File: config.mk
export PLATFORM = sky130hd
export DESIGN_NAME = brightness_contrast_adj_flat
export DESIGN_NICKNAME = d
export VERILOG_FILES = /design/src/rtl/brightness_contrast_adj_pkg.sv /design/src/rtl/brightness_contrast_adj_if.sv /design/src/rtl/brightness_contrast_adj_channel.sv /design/src/rtl/brightness_contrast_adj.sv /design/src/flat_wrapper.sv
export SDC_FILE = /design/constraint.sdc
export NUM_CORES = 1
export LEC_CHECK = 0
export ABC_AREA = 1
export BUFFER_PORTS_ARGS = -buffer_cell sky130_fd_sc_hd__buf_2
export CORE_MARGIN = 2
export CORE_UTILIZATION = 55
export CTS_CLUSTER_SIZE = 25
export DETAILED_ROUTE_END_ITERATION = 10
export GPL_TIMING_DRIVEN = 0
export PLACE_DENSITY = 0.86
export RECOVER_POWER = 50
export SLEW_MARGIN = 20
export SYNTH_ARGS = -nofsm -noshare
export SYNTH_HDL_FRONTEND = slang
export SYNTH_SLANG_ARGS = --single-unit
File: constraint.sdc
create_clock -name clk_i -period 6.7 [get_ports clk_i]
set_input_delay 1.34 -clock clk_i [delete_from_list [all_inputs] [get_ports clk_i]]
set_output_delay 1.34 -clock clk_i [all_outputs]
set_load 0.1 [all_outputs]
File: src/rtl/brightness_contrast_adj_pkg.sv
// rtl/brightness_contrast_adj_pkg.sv - mode encoding and config defaults for the pixel adjuster
package brightness_contrast_adj_pkg;

    typedef enum logic [1:0] {
        MODE_BYPASS = 2'd0,
        MODE_OFFSET = 2'd1,
        MODE_GAIN   = 2'd2,
        MODE_INVERT = 2'd3
    } mode_e;

    localparam int DEFAULT_OFFSET = 0;

    // Unity gain in unsigned fixed point with frac_w fractional bits.
    function automatic int unsigned default_gain(input int unsigned frac_w);
        return 32'd1 << frac_w;
    endfunction

endpackage

File: src/rtl/brightness_contrast_adj_if.sv
// rtl/brightness_contrast_adj_if.sv - pixel input and output stream handshake bundle
interface brightness_contrast_adj_if #(
    parameter int DATA_W   = 8,
    parameter int CHANNELS = 3
);
    logic                         s_valid;
    logic                         s_ready;
    logic [CHANNELS*DATA_W-1:0]   s_data;
    logic                         s_sof;
    logic                         s_eol;
    logic                         m_valid;
    logic                         m_ready;
    logic [CHANNELS*DATA_W-1:0]   m_data;
    logic                         m_sof;
    logic                         m_eol;

    // master drives pixels in and consumes results; slave is the adjuster
    modport master (
        output s_valid, s_data, s_sof, s_eol, m_ready,
        input  s_ready, m_valid, m_data, m_sof, m_eol
    );

    modport slave (
        input  s_valid, s_data, s_sof, s_eol, m_ready,
        output s_ready, m_valid, m_data, m_sof, m_eol
    );
endinterface

File: src/rtl/brightness_contrast_adj_channel.sv
// rtl/brightness_contrast_adj_channel.sv - one colour sample: gain stage then offset/invert with clamp
module bca_channel
    import brightness_contrast_adj_pkg::*;
#(
    parameter int DATA_W = 8,
    parameter int FRAC_W = 4
) (
    input  logic              clk_i,
    input  logic              rst_i,
    input  logic              en_i,
    input  mode_e             mode_i,
    input  logic [DATA_W-1:0] gain_i,
    input  logic [DATA_W-1:0] x_i,
    input  mode_e             s1_mode_i,
    input  logic [DATA_W:0]   s1_offset_i,
    output logic [DATA_W-1:0] y_o,
    output logic              clip_o
);
    localparam int P_W = 2*DATA_W + 1;
    localparam int Y_W = P_W + 2;
    localparam logic [P_W-1:0]        HALF  = P_W'(1) << (FRAC_W - 1);
    localparam logic signed [Y_W-1:0] MAX_Y = Y_W'((1 << DATA_W) - 1);

    logic [P_W-1:0]        prod;
    logic [P_W-1:0]        p_d, p_q;
    logic signed [Y_W-1:0] p_s, off_s, y_w;
    logic [DATA_W-1:0]     y_d, y_q;

    assign prod = P_W'(x_i) * P_W'(gain_i) + HALF;

    always_comb begin
        p_d = P_W'(x_i);
        if (mode_i == MODE_GAIN) begin
            p_d = prod >> FRAC_W;
        end
    end

    assign p_s   = Y_W'(p_q);
    assign off_s = {{(Y_W-DATA_W-1){s1_offset_i[DATA_W]}}, s1_offset_i};

    always_comb begin
        y_w = p_s;
        case (s1_mode_i)
            MODE_BYPASS: y_w = p_s;
            MODE_OFFSET: y_w = p_s + off_s;
            MODE_GAIN:   y_w = p_s + off_s;
            default:     y_w = MAX_Y - p_s;
        endcase
    end

    always_comb begin
        y_d    = y_w[DATA_W-1:0];
        clip_o = 1'b0;
        if (y_w < 0) begin
            y_d    = '0;
            clip_o = 1'b1;
        end else if (y_w > MAX_Y) begin
            y_d    = '1;
            clip_o = 1'b1;
        end
    end

    always_ff @(posedge clk_i) begin
        if (rst_i) begin
            p_q <= '0;
            y_q <= '0;
        end else if (en_i) begin
            p_q <= p_d;
            y_q <= y_d;
        end
    end

    assign y_o = y_q;
endmodule

File: src/rtl/brightness_contrast_adj.sv
// rtl/brightness_contrast_adj.sv - two-stage brightness/contrast pipeline with per-frame config and clip count
module brightness_contrast_adj
    import brightness_contrast_adj_pkg::*;
#(
    parameter int DATA_W   = 8,
    parameter int CHANNELS = 3,
    parameter int FRAC_W   = 4
) (
    input  logic                      clk_i,
    input  logic                      rst_i,
    input  logic [1:0]                cfg_mode_i,
    input  logic [DATA_W-1:0]         cfg_gain_i,
    input  logic [DATA_W:0]           cfg_offset_i,
    brightness_contrast_adj_if.slave  bus,
    output logic [31:0]               sat_cnt_o
);
    logic en, accept, load_cfg;

    mode_e              mode_q, mode_d;
    logic [DATA_W-1:0]  gain_q, gain_d;
    logic [DATA_W:0]    offset_q, offset_d;

    logic               s1_valid_q, s1_sof_q, s1_eol_q;
    mode_e              s1_mode_q;
    logic [DATA_W:0]    s1_offset_q;

    logic               m_valid_q, m_sof_q, m_eol_q;
    logic [31:0]        sat_q, sat_d, clip_cnt;
    logic [CHANNELS-1:0] clip;
    logic [CHANNELS*DATA_W-1:0] m_data;

    assign en       = !m_valid_q || bus.m_ready;
    assign accept   = bus.s_valid && en;
    assign load_cfg = accept && bus.s_sof;

    // The s_sof beat itself must already see the freshly loaded config.
    always_comb begin
        mode_d   = load_cfg ? mode_e'(cfg_mode_i) : mode_q;
        gain_d   = load_cfg ? cfg_gain_i : gain_q;
        offset_d = load_cfg ? cfg_offset_i : offset_q;
    end

    always_comb begin
        clip_cnt = '0;
        for (int c = 0; c < CHANNELS; c++) begin
            clip_cnt = clip_cnt + 32'(clip[c]);
        end
    end

    always_comb begin
        sat_d = sat_q;
        if (en && s1_valid_q) begin
            if (s1_sof_q) begin
                sat_d = clip_cnt;
            end else if (sat_q > (32'hFFFF_FFFF - clip_cnt)) begin
                sat_d = 32'hFFFF_FFFF;
            end else begin
                sat_d = sat_q + clip_cnt;
            end
        end
    end

    always_ff @(posedge clk_i) begin
        if (rst_i) begin
            mode_q      <= MODE_BYPASS;
            gain_q      <= DATA_W'(default_gain(FRAC_W));
            offset_q    <= (DATA_W+1)'(DEFAULT_OFFSET);
            s1_valid_q  <= 1'b0;
            s1_sof_q    <= 1'b0;
            s1_eol_q    <= 1'b0;
            s1_mode_q   <= MODE_BYPASS;
            s1_offset_q <= '0;
            m_valid_q   <= 1'b0;
            m_sof_q     <= 1'b0;
            m_eol_q     <= 1'b0;
            sat_q       <= '0;
        end else begin
            mode_q   <= mode_d;
            gain_q   <= gain_d;
            offset_q <= offset_d;
            sat_q    <= sat_d;
            if (en) begin
                s1_valid_q  <= bus.s_valid;
                s1_sof_q    <= bus.s_sof;
                s1_eol_q    <= bus.s_eol;
                s1_mode_q   <= mode_d;
                s1_offset_q <= offset_d;
                m_valid_q   <= s1_valid_q;
                m_sof_q     <= s1_sof_q;
                m_eol_q     <= s1_eol_q;
            end
        end
    end

    for (genvar c = 0; c < CHANNELS; c++) begin : g_ch
        bca_channel #(
            .DATA_W (DATA_W),
            .FRAC_W (FRAC_W)
        ) u_ch (
            .clk_i       (clk_i),
            .rst_i       (rst_i),
            .en_i        (en),
            .mode_i      (mode_d),
            .gain_i      (gain_d),
            .x_i         (bus.s_data[c*DATA_W +: DATA_W]),
            .s1_mode_i   (s1_mode_q),
            .s1_offset_i (s1_offset_q),
            .y_o         (m_data[c*DATA_W +: DATA_W]),
            .clip_o      (clip[c])
        );
    end

    assign bus.s_ready = en;
    assign bus.m_valid = m_valid_q;
    assign bus.m_data  = m_data;
    assign bus.m_sof   = m_sof_q;
    assign bus.m_eol   = m_eol_q;
    assign sat_cnt_o   = sat_q;
endmodule
File: src/flat_wrapper.sv
// flat-port wrapper written by rule: the top's interface ports become plain ports
module brightness_contrast_adj_flat import brightness_contrast_adj_pkg::*;
#(
    parameter int DATA_W   = 8,
    parameter int CHANNELS = 3,
    parameter int FRAC_W   = 4
)
  (clk_i, rst_i, cfg_mode_i, cfg_gain_i, cfg_offset_i, sat_cnt_o, bus_s_valid, bus_s_data, bus_s_sof, bus_s_eol, bus_m_ready, bus_s_ready, bus_m_valid, bus_m_data, bus_m_sof, bus_m_eol);
  brightness_contrast_adj_if #(.DATA_W(DATA_W), .CHANNELS(CHANNELS)) bus_i ();
  input  logic clk_i;
  input  logic rst_i;
  input  logic [1:0] cfg_mode_i;
  input  logic [DATA_W-1:0] cfg_gain_i;
  input  logic [DATA_W:0] cfg_offset_i;
  output logic [31:0] sat_cnt_o;
  input wire logic [$bits(bus_i.s_valid)-1:0] bus_s_valid;
  input wire logic [$bits(bus_i.s_data)-1:0] bus_s_data;
  input wire logic [$bits(bus_i.s_sof)-1:0] bus_s_sof;
  input wire logic [$bits(bus_i.s_eol)-1:0] bus_s_eol;
  input wire logic [$bits(bus_i.m_ready)-1:0] bus_m_ready;
  output wire logic [$bits(bus_i.s_ready)-1:0] bus_s_ready;
  output wire logic [$bits(bus_i.m_valid)-1:0] bus_m_valid;
  output wire logic [$bits(bus_i.m_data)-1:0] bus_m_data;
  output wire logic [$bits(bus_i.m_sof)-1:0] bus_m_sof;
  output wire logic [$bits(bus_i.m_eol)-1:0] bus_m_eol;
  assign bus_i.s_valid = bus_s_valid;
  assign bus_i.s_data = bus_s_data;
  assign bus_i.s_sof = bus_s_sof;
  assign bus_i.s_eol = bus_s_eol;
  assign bus_i.m_ready = bus_m_ready;
  assign bus_s_ready = bus_i.s_ready;
  assign bus_m_valid = bus_i.m_valid;
  assign bus_m_data = bus_i.m_data;
  assign bus_m_sof = bus_i.m_sof;
  assign bus_m_eol = bus_i.m_eol;
  brightness_contrast_adj #(.DATA_W(DATA_W), .CHANNELS(CHANNELS), .FRAC_W(FRAC_W)) u_core (.clk_i(clk_i), .rst_i(rst_i), .cfg_mode_i(cfg_mode_i), .cfg_gain_i(cfg_gain_i), .cfg_offset_i(cfg_offset_i), .bus(bus_i), .sat_cnt_o(sat_cnt_o));
endmodule
==> impl_metrics.toml, run 1 <==
[status]
outcome = "finished clean"

[worst_setup_path]
path_max_fanout = 10
cp-startpoint = "bus_m_ready"
criticalPathCategory = "input pin to flop"
setup.worst_path.start_class = "input pin"
max_stage_delay_ns = 0.57
cp_cell_sequence = "buf_2, nor2_4, inv_4, nand3_2, inv_2, or2_2, o21ai_1, clkbuf_1, nor2_1, fa_1, inv_1, fa_1, inv_1, fa_1, fa_1, ha_1, a21oi_1, o21ai_0, a31o_2, nand3_1, nand2_1, or2_2, nand3_1, a21oi_1"
crit_buf_inv = 6
reg2reg_from = "u_core.bus.m_valid"
cpLargestDelayFamily = "adder cells"
crit_slowest_cell = "clkbuf_1"
crit_path_end_kind = "flop"
crit_required_ns = 6.99
crit_top_cell = "fa_1"
crit_arrival_ns = 6.77

[global_route]
grt_pass1_wl_mm = 78.6
grt_pass1_vias = 16000
antenna_found_initial = 2
grt_use_total = 0.320
grt_max_degree = 26
grt-ovfl-total = 0

[yosys]
ys_types = 54
synthCells = 2400
avgSynthCellArea_um2 = 6.68
synth_edf_count = 0
synth-seq-area-share = 0.164
syn-num-nets = 2743
synth-seq-cells = 131
async_flop_share = 0
syn_area_mm2 = 0.0160
synthFlopType = "dfxtp_1"
synth_warnings = 0

[floorplan]
core_area_mm2 = 0.0287
fp.dieH_um = 175
ios = 109
num_rows = 62
die_w_um = 175
die_area_mm2 = 0.0305
start_util = 0.558

[clock_network]
cts_max_path_buffers = 2
root_buffer = "clkbuf_16"
clk_latency_ns = 0.44
cts.htree.levels = 4
postCtsSetupBuffers = 0
cts.clk_slew.worst_paths_ns = 0.06
cts_made_buffers = 17
tritoncts = "built"
postCtsHoldBufs = 0
clock-sinks = 131

[flow_run]
max_cap_viol_count = 0

[timing]
worst_slew_pin_slew_ns = 1.26
fmax_ghz = 0.154
setup_slack_ns = 0.217
slew_headroom = 0.166
rsz0062_at_grt = "true"
finalCritPeriodShare = 0.968
fin_crit_ns = 6.48
hold_violations = 0
skew_ns = 0.0119
slew_violations = 0
holdWs_ns = 0.464
setup_viol = 0

[placement]
dpl.cell_count = 2888
placed_cell_area_mm2 = 0.0170
dp_slack_ns = -0.392
place.gp.congestion = 1.04
numPortBuffers = 104
hpwl_mm = 39.8

[final_layout]
multi_input_area_mm2 = 0.0116
fill_cells = 2669
nets = 2865
area_growth_pct = 9.57
final_area_mm2 = 0.0176
layout-drive-gt1-share = 0.0734
final_common_cell = "nand2_1"
seqCellArea_mm2 = 0.00262
instances_no_fill = 2921
final_cell_mix = "629 x nand2_1, 408 x inv_1, 212 x nor2_1"

[power_and_ir_drop]
p_comb_frac = 0.595
clockPowerShare = 0.198
seqPwrFrac = 0.207
p_leak_nw = 9.33
power.net_switching_mw = 2.34
power_density_mw_per_mm2 = 268
power_mw = 4.72
swShare = 0.497
peakVddDrop_uv = 173
internal_power_mw = 2.37

[route]
wl_per_cell_um = 16.7
drt_iter0_drc = 1409
wirelength_mm = 48.9
first_pass_iters = 8
vias = 16500
drcViolationCount = 0
drtAntennaViolNets = 0
routed_via_density = 5.66

[hold_path]
hold_path_class = "flop to flop"
min-delay-start = "u_core.g_ch[0].u_ch.y_o[2]"
final cells by class:
cell class	instances	share of cell area
inverter	419	0.0899
buffer	63	0.0162
antenna	2	0.000285
multi-input combinational	1786	0.658
timing repair buffer	104	0.0255
clock buffer	18	0.0244
clock inverter	14	0.00876
sequential	131	0.149
tap	384	0.0274
flip-flops by register name (all words and copies together), names as in the netlist:
signal / flops
u_core.g_ch.u_ch.y_o: 24
u_core.bus.m_eol: 1
u_core.sat_cnt_o: 32
u_core.mode_q: 2
u_core.offset_q: 9
u_core.s1_sof_q: 1
u_core.bus.m_sof: 1
u_core.s1_mode_q: 2
u_core.bus.m_valid: 1
u_core.s1_eol_q: 1
u_core.s1_valid_q: 1
u_core.g_ch.u_ch.p_q: 39
u_core.s1_offset_q: 9
u_core.gain_q: 8
repair_timing:
| action | 4_1_cts | 5_1_grt |
|---|---|---|
| hold endpoints to repair | 0 | 0 |
| resized for setup | 0 | 9 |
| endpoints found under the setup margin | 0 | 20 |
power by group through the flow:
stage / combinational [mW] / clock (mW) / sequential, mW
2_1_floorplan: 1.79 / 0 / 1.28
3_3_place_gp: 2.66 / 0 / 0.980
3_5_place_dp: 2.74 / 0 / 0.984
4_1_cts: 2.76 / 0.939 / 0.968
5_1_grt: 3.12 / 0.970 / 0.983
6_report: 2.81 / 0.934 / 0.974
worst paths after layout:
check / cells after the start / endpoint / slack (ns)
worst max register to register: 24 / u_core.g_ch[1].u_ch.p_q[10] / 0.83
worst max-delay path: 24 / u_core.g_ch[1].u_ch.p_q[10] / 0.22
worst min register to register: 2 / u_core.g_ch[0].u_ch.y_o[2] / 0.46
worst min-delay path: 2 / u_core.g_ch[0].u_ch.y_o[2] / 0.46
metrics by stage:
stage,TNS (ns),util
after floorplan,0,-
after global placement,-3.75,0.593
after detailed placement,-4.96,0.593
after CTS,0,0.614
after global routing,-0.0290,0.612
final,0,0.612
routing by layer:
metal  share of wire  vias to the layer above  GRT usage
met5               0                        -          0
met4           0.041                        0      0.148
met3           0.091                      158     0.0435
met2            0.45                      829      0.517
met1            0.42                     7664      0.425
li1                -                     7893          -
cell usage after synthesis, types with 4 or more instances:
library cell / instances / area (um^2)
a21oi_1: 153 / 766
a221oi_1: 6 / 52.6
a31oi_1: 6 / 37.5
and2_1: 4 / 25.0
buf_2: 16 / 80.1
clkbuf_1: 43 / 161
dfxtp_1: 131 / 2620
fa_1: 116 / 2320
ha_1: 178 / 2230
inv_1: 408 / 1530
inv_2: 8 / 30.0
mux2i_1: 9 / 90.1
nand2_1: 629 / 2360
nand2_2: 10 / 62.6
nand3_1: 131 / 656
nand4_1: 40 / 250
nor2_1: 212 / 796
nor2_2: 8 / 50.1
nor2_4: 5 / 56.3
nor3_1: 21 / 105
nor3b_1: 4 / 30.0
nor4_1: 6 / 37.5
o2111ai_1: 6 / 52.6
o211ai_1: 19 / 143
o21ai_0: 91 / 455
o21ai_1: 17 / 85.1
o21ai_2: 7 / 61.3
o21bai_1: 20 / 150
or2_1: 4 / 25.0
or2_2: 35 / 219
xnor2_1: 9 / 78.8
xor2_1: 6 / 52.6
cell families after synthesis:
kind of cell    after synthesis  share of synthesized area
compound gates              347                      0.123
simple gates               1121                      0.299
buf+inv                     483                      0.116
fa+ha+maj                   294                      0.284
mux                           9                    0.00562
flops                       131                      0.164
xor+xnor                     15                    0.00820
tightest hold or removal path, delay by kind of cell, from the launching register on:
| family | cells | cell delay, ns |
|---|---|---|
| flip-flops | 1 | 0.31 |
| AND/OR/NAND/NOR | 1 | 0.06 |
| AO/OA/AOI/OAI | 1 | 0.05 |
Power figures use the tool's default switching activity.
==> inputs of run 2 (changes only) <==
PLACE_DENSITY = 0.85   (was 0.86)
SYNTH_HIERARCHICAL = 1   (was default)
==> impl_metrics.toml, run 2 <==
[timing]
skew_ns = 0.0166
hold_violations = 0
slew_violations = 0
setup_viol = 0
fin_crit_ns = 6.46
slew_headroom = 0.431
rsz0062_at_grt = "false"
fmax_ghz = 0.155
finalCritPeriodShare = 0.963
worst_slew_pin_slew_ns = 0.854

[worst_setup_path]
max_stage_delay_ns = 0.54
cp-startpoint = "bus_m_ready"
reg2reg_slack_ns = 0.80
r2r-end = "u_core/g_ch[1].u_ch/p_q[10]"
endpoint = "u_core/g_ch[1].u_ch/p_q[10]"
criticalPathCategory = "input pin to flop"
crit_buf_inv = 11
setup.worst_path.start_class = "input pin"
critical_path_depth = 30
reg2reg_from = "u_core/bus.m_valid"
crit_slowest_cell = "fa_1"
path_max_fanout = 10
crit_path_end_kind = "flop"
crit_required_ns = 7.04
r2r_cells = 30
cpLargestDelayFamily = "adder cells"
crit_arrival_ns = 6.80
crit_top_cell = "inv_1"

[yosys]
synth_warnings = 6
yosysTopAreaCellShare = 0.171
synth_xor_area_frac = 0.00884
avgSynthCellArea_um2 = 6.45
synthAdderAreaFrac = 0.270
ys_types = 51
synth-seq-area-share = 0.156
synthSimpleGateAreaFrac = 0.300
synthFlopType = "dfxtp_1"
netlist_top_cells_area = "nand2_1 17%, dfxtp_1 16%, fa_1 14%"
synth.most_common_cell = "nand2_1"
synth_top_area_cell = "nand2_1"
synth-compound-area-share = 0.122
synth-seq-cells = 131
async_flop_share = 0
synthCells = 2609
synth_common_cells = "768 x nand2_1, 535 x inv_1, 178 x ha_1"
syn_area_mm2 = 0.0168
syn-num-nets = 2952
synth.area.mux_share = 0
synth_edf_count = 0
synth_top_family_by_area = "simple AND/OR/NAND/NOR gates"

[final_layout]
final_cell_mix = "767 x nand2_1, 535 x inv_1, 178 x ha_1"
largest_reg_flops = 39
diodes = 0
top_register = "u_core/g_ch.u_ch/p_q"
layout-drive-gt1-share = 0.0966
area_growth_pct = 10.3
nets = 3063
final_common_cell = "nand2_1"
final_area_mm2 = 0.0186

[global_route]
grt_max_degree = 28
grt_pass1_wl_mm = 76.5
antenna_found_initial = 0
grt_pass1_vias = 16300
grt_use_total = 0.295
grt-ovfl-total = 0

[floorplan]
fp.dieH_um = 179
ios = 109
start_util = 0.555
die_w_um = 179
num_rows = 64
die_area_mm2 = 0.0320
core_area_mm2 = 0.0303

[clock_network]
cts_made_buffers = 17
clock-sinks = 131
clk_latency_ns = 0.44
cts_max_path_buffers = 2
postCtsHoldBufs = 0
cts.clk_slew.worst_paths_ns = 0.06
root_buffer = "clkbuf_16"
cts.htree.levels = 4
tritoncts = "built"

[power_and_ir_drop]
peakVddDrop_uv = 201
p_leak_nw = 10.4
power_mw = 4.38
power_density_mw_per_mm2 = 236

[status]
outcome = "finished clean"

[hold_path]
min-delay-start = "u_core/g_ch[1].u_ch/y_o[4]"
hold_path_class = "flop to flop"

[route]
drtAntennaViolNets = 0
wl_per_cell_um = 14.9
first_pass_iters = 6
drt_iter0_drc = 1693
wirelength_mm = 46.6
vias = 17100
drcViolationCount = 0
routed_via_density = 5.46

[placement]
hpwl_mm = 37.1
numPortBuffers = 83
place.gp.congestion = 0.979
placed_cell_area_mm2 = 0.0178

[flow_run]
max_cap_viol_count = 0
[run 2: cell type report]
type / count / area [um^2]
Buffer: 85 / 397
Clock buffer: 17 / 425
Clock inverter: 15 / 179
Fill cell: 2690 / 11800
Inverter: 550 / 2070
Multi-Input combinational cell: 1843 / 11900
Sequential cell: 131 / 2620
Tap cell: 396 / 495
Timing Repair Buffer: 92 / 494
[run 2: cell families (layout without fill, tap and decap cells)]
kind of cell / after synthesis / after routing
simple gates: 1180 / 1180
buf+inv: 635 / 759
compound gates: 352 / 352
fa+ha+maj: 294 / 294
flops: 131 / 131
xor+xnor: 17 / 17
[run 2: worst register-to-register path: cells and delay by family (launching register included)]
kind	cells	cell delay, ns
adder cells (fa/ha/maj)	5	2.45
buffers and inverters	11	1.05
AND/OR/NAND/NOR	8	0.97
AO/OA/AOI/OAI	6	0.95
flip-flops	1	0.36
[run 2: what timing repair did]
item / CTS / global route
buffers inserted: 0 / 7
pin swaps: 0 / 2
resized for setup: 22 / 35
endpoints found under the setup margin: 18 / 23
[run 2: power breakdown]
part / leakage [nW] / internal, mW / switching (mW)
sequential: 1.07 / 0.852 / 0.0758
clock: 0.295 / 0.535 / 0.431
combinational: 8.98 / 0.844 / 1.65
[run 2: layer usage]
metal	vias up	wire length (um)	track usage
met5	-	0	0
met4	0	1430	0.116
met3	98	3000	0.0367
met2	670	22300	0.510
met1	7972	19900	0.375
li1	8346	-	-
[run 2: how the worst min path moves through the flow]
stage | to | slack, ns | cells after the start
after floorplan | u_core/gain_q[4] | 0.44 | 2
after global placement | u_core/gain_q[4] | 0.45 | 2
after detailed placement | u_core/g_ch[1].u_ch/y_o[3] | 0.45 | 2
after CTS | u_core/g_ch[1].u_ch/y_o[3] | 0.46 | 2
after global routing | u_core/g_ch[1].u_ch/y_o[4] | 0.49 | 2
final | u_core/g_ch[1].u_ch/y_o[4] | 0.46 | 2
[run 2: per-stage QoR]
| stage | hold slack (ns) | util | TNS, ns | worst slack [ns] | cells |
|---|---|---|---|---|---|
| after floorplan | 0.437 | - | 0 | 0.201 | 2609 |
| after detailed placement | 0.452 | 0.586 | -13.09 | -0.871 | 3090 |
| final | 0.462 | 0.612 | 0 | 0.245 | 3129 |
| after global routing | 0.488 | 0.612 | 0 | 0.00190 | 3129 |
| after global placement | 0.450 | 0.585 | -26.32 | -1.24 | 3088 |
| after CTS | 0.462 | 0.608 | 0 | 0.0197 | 3122 |
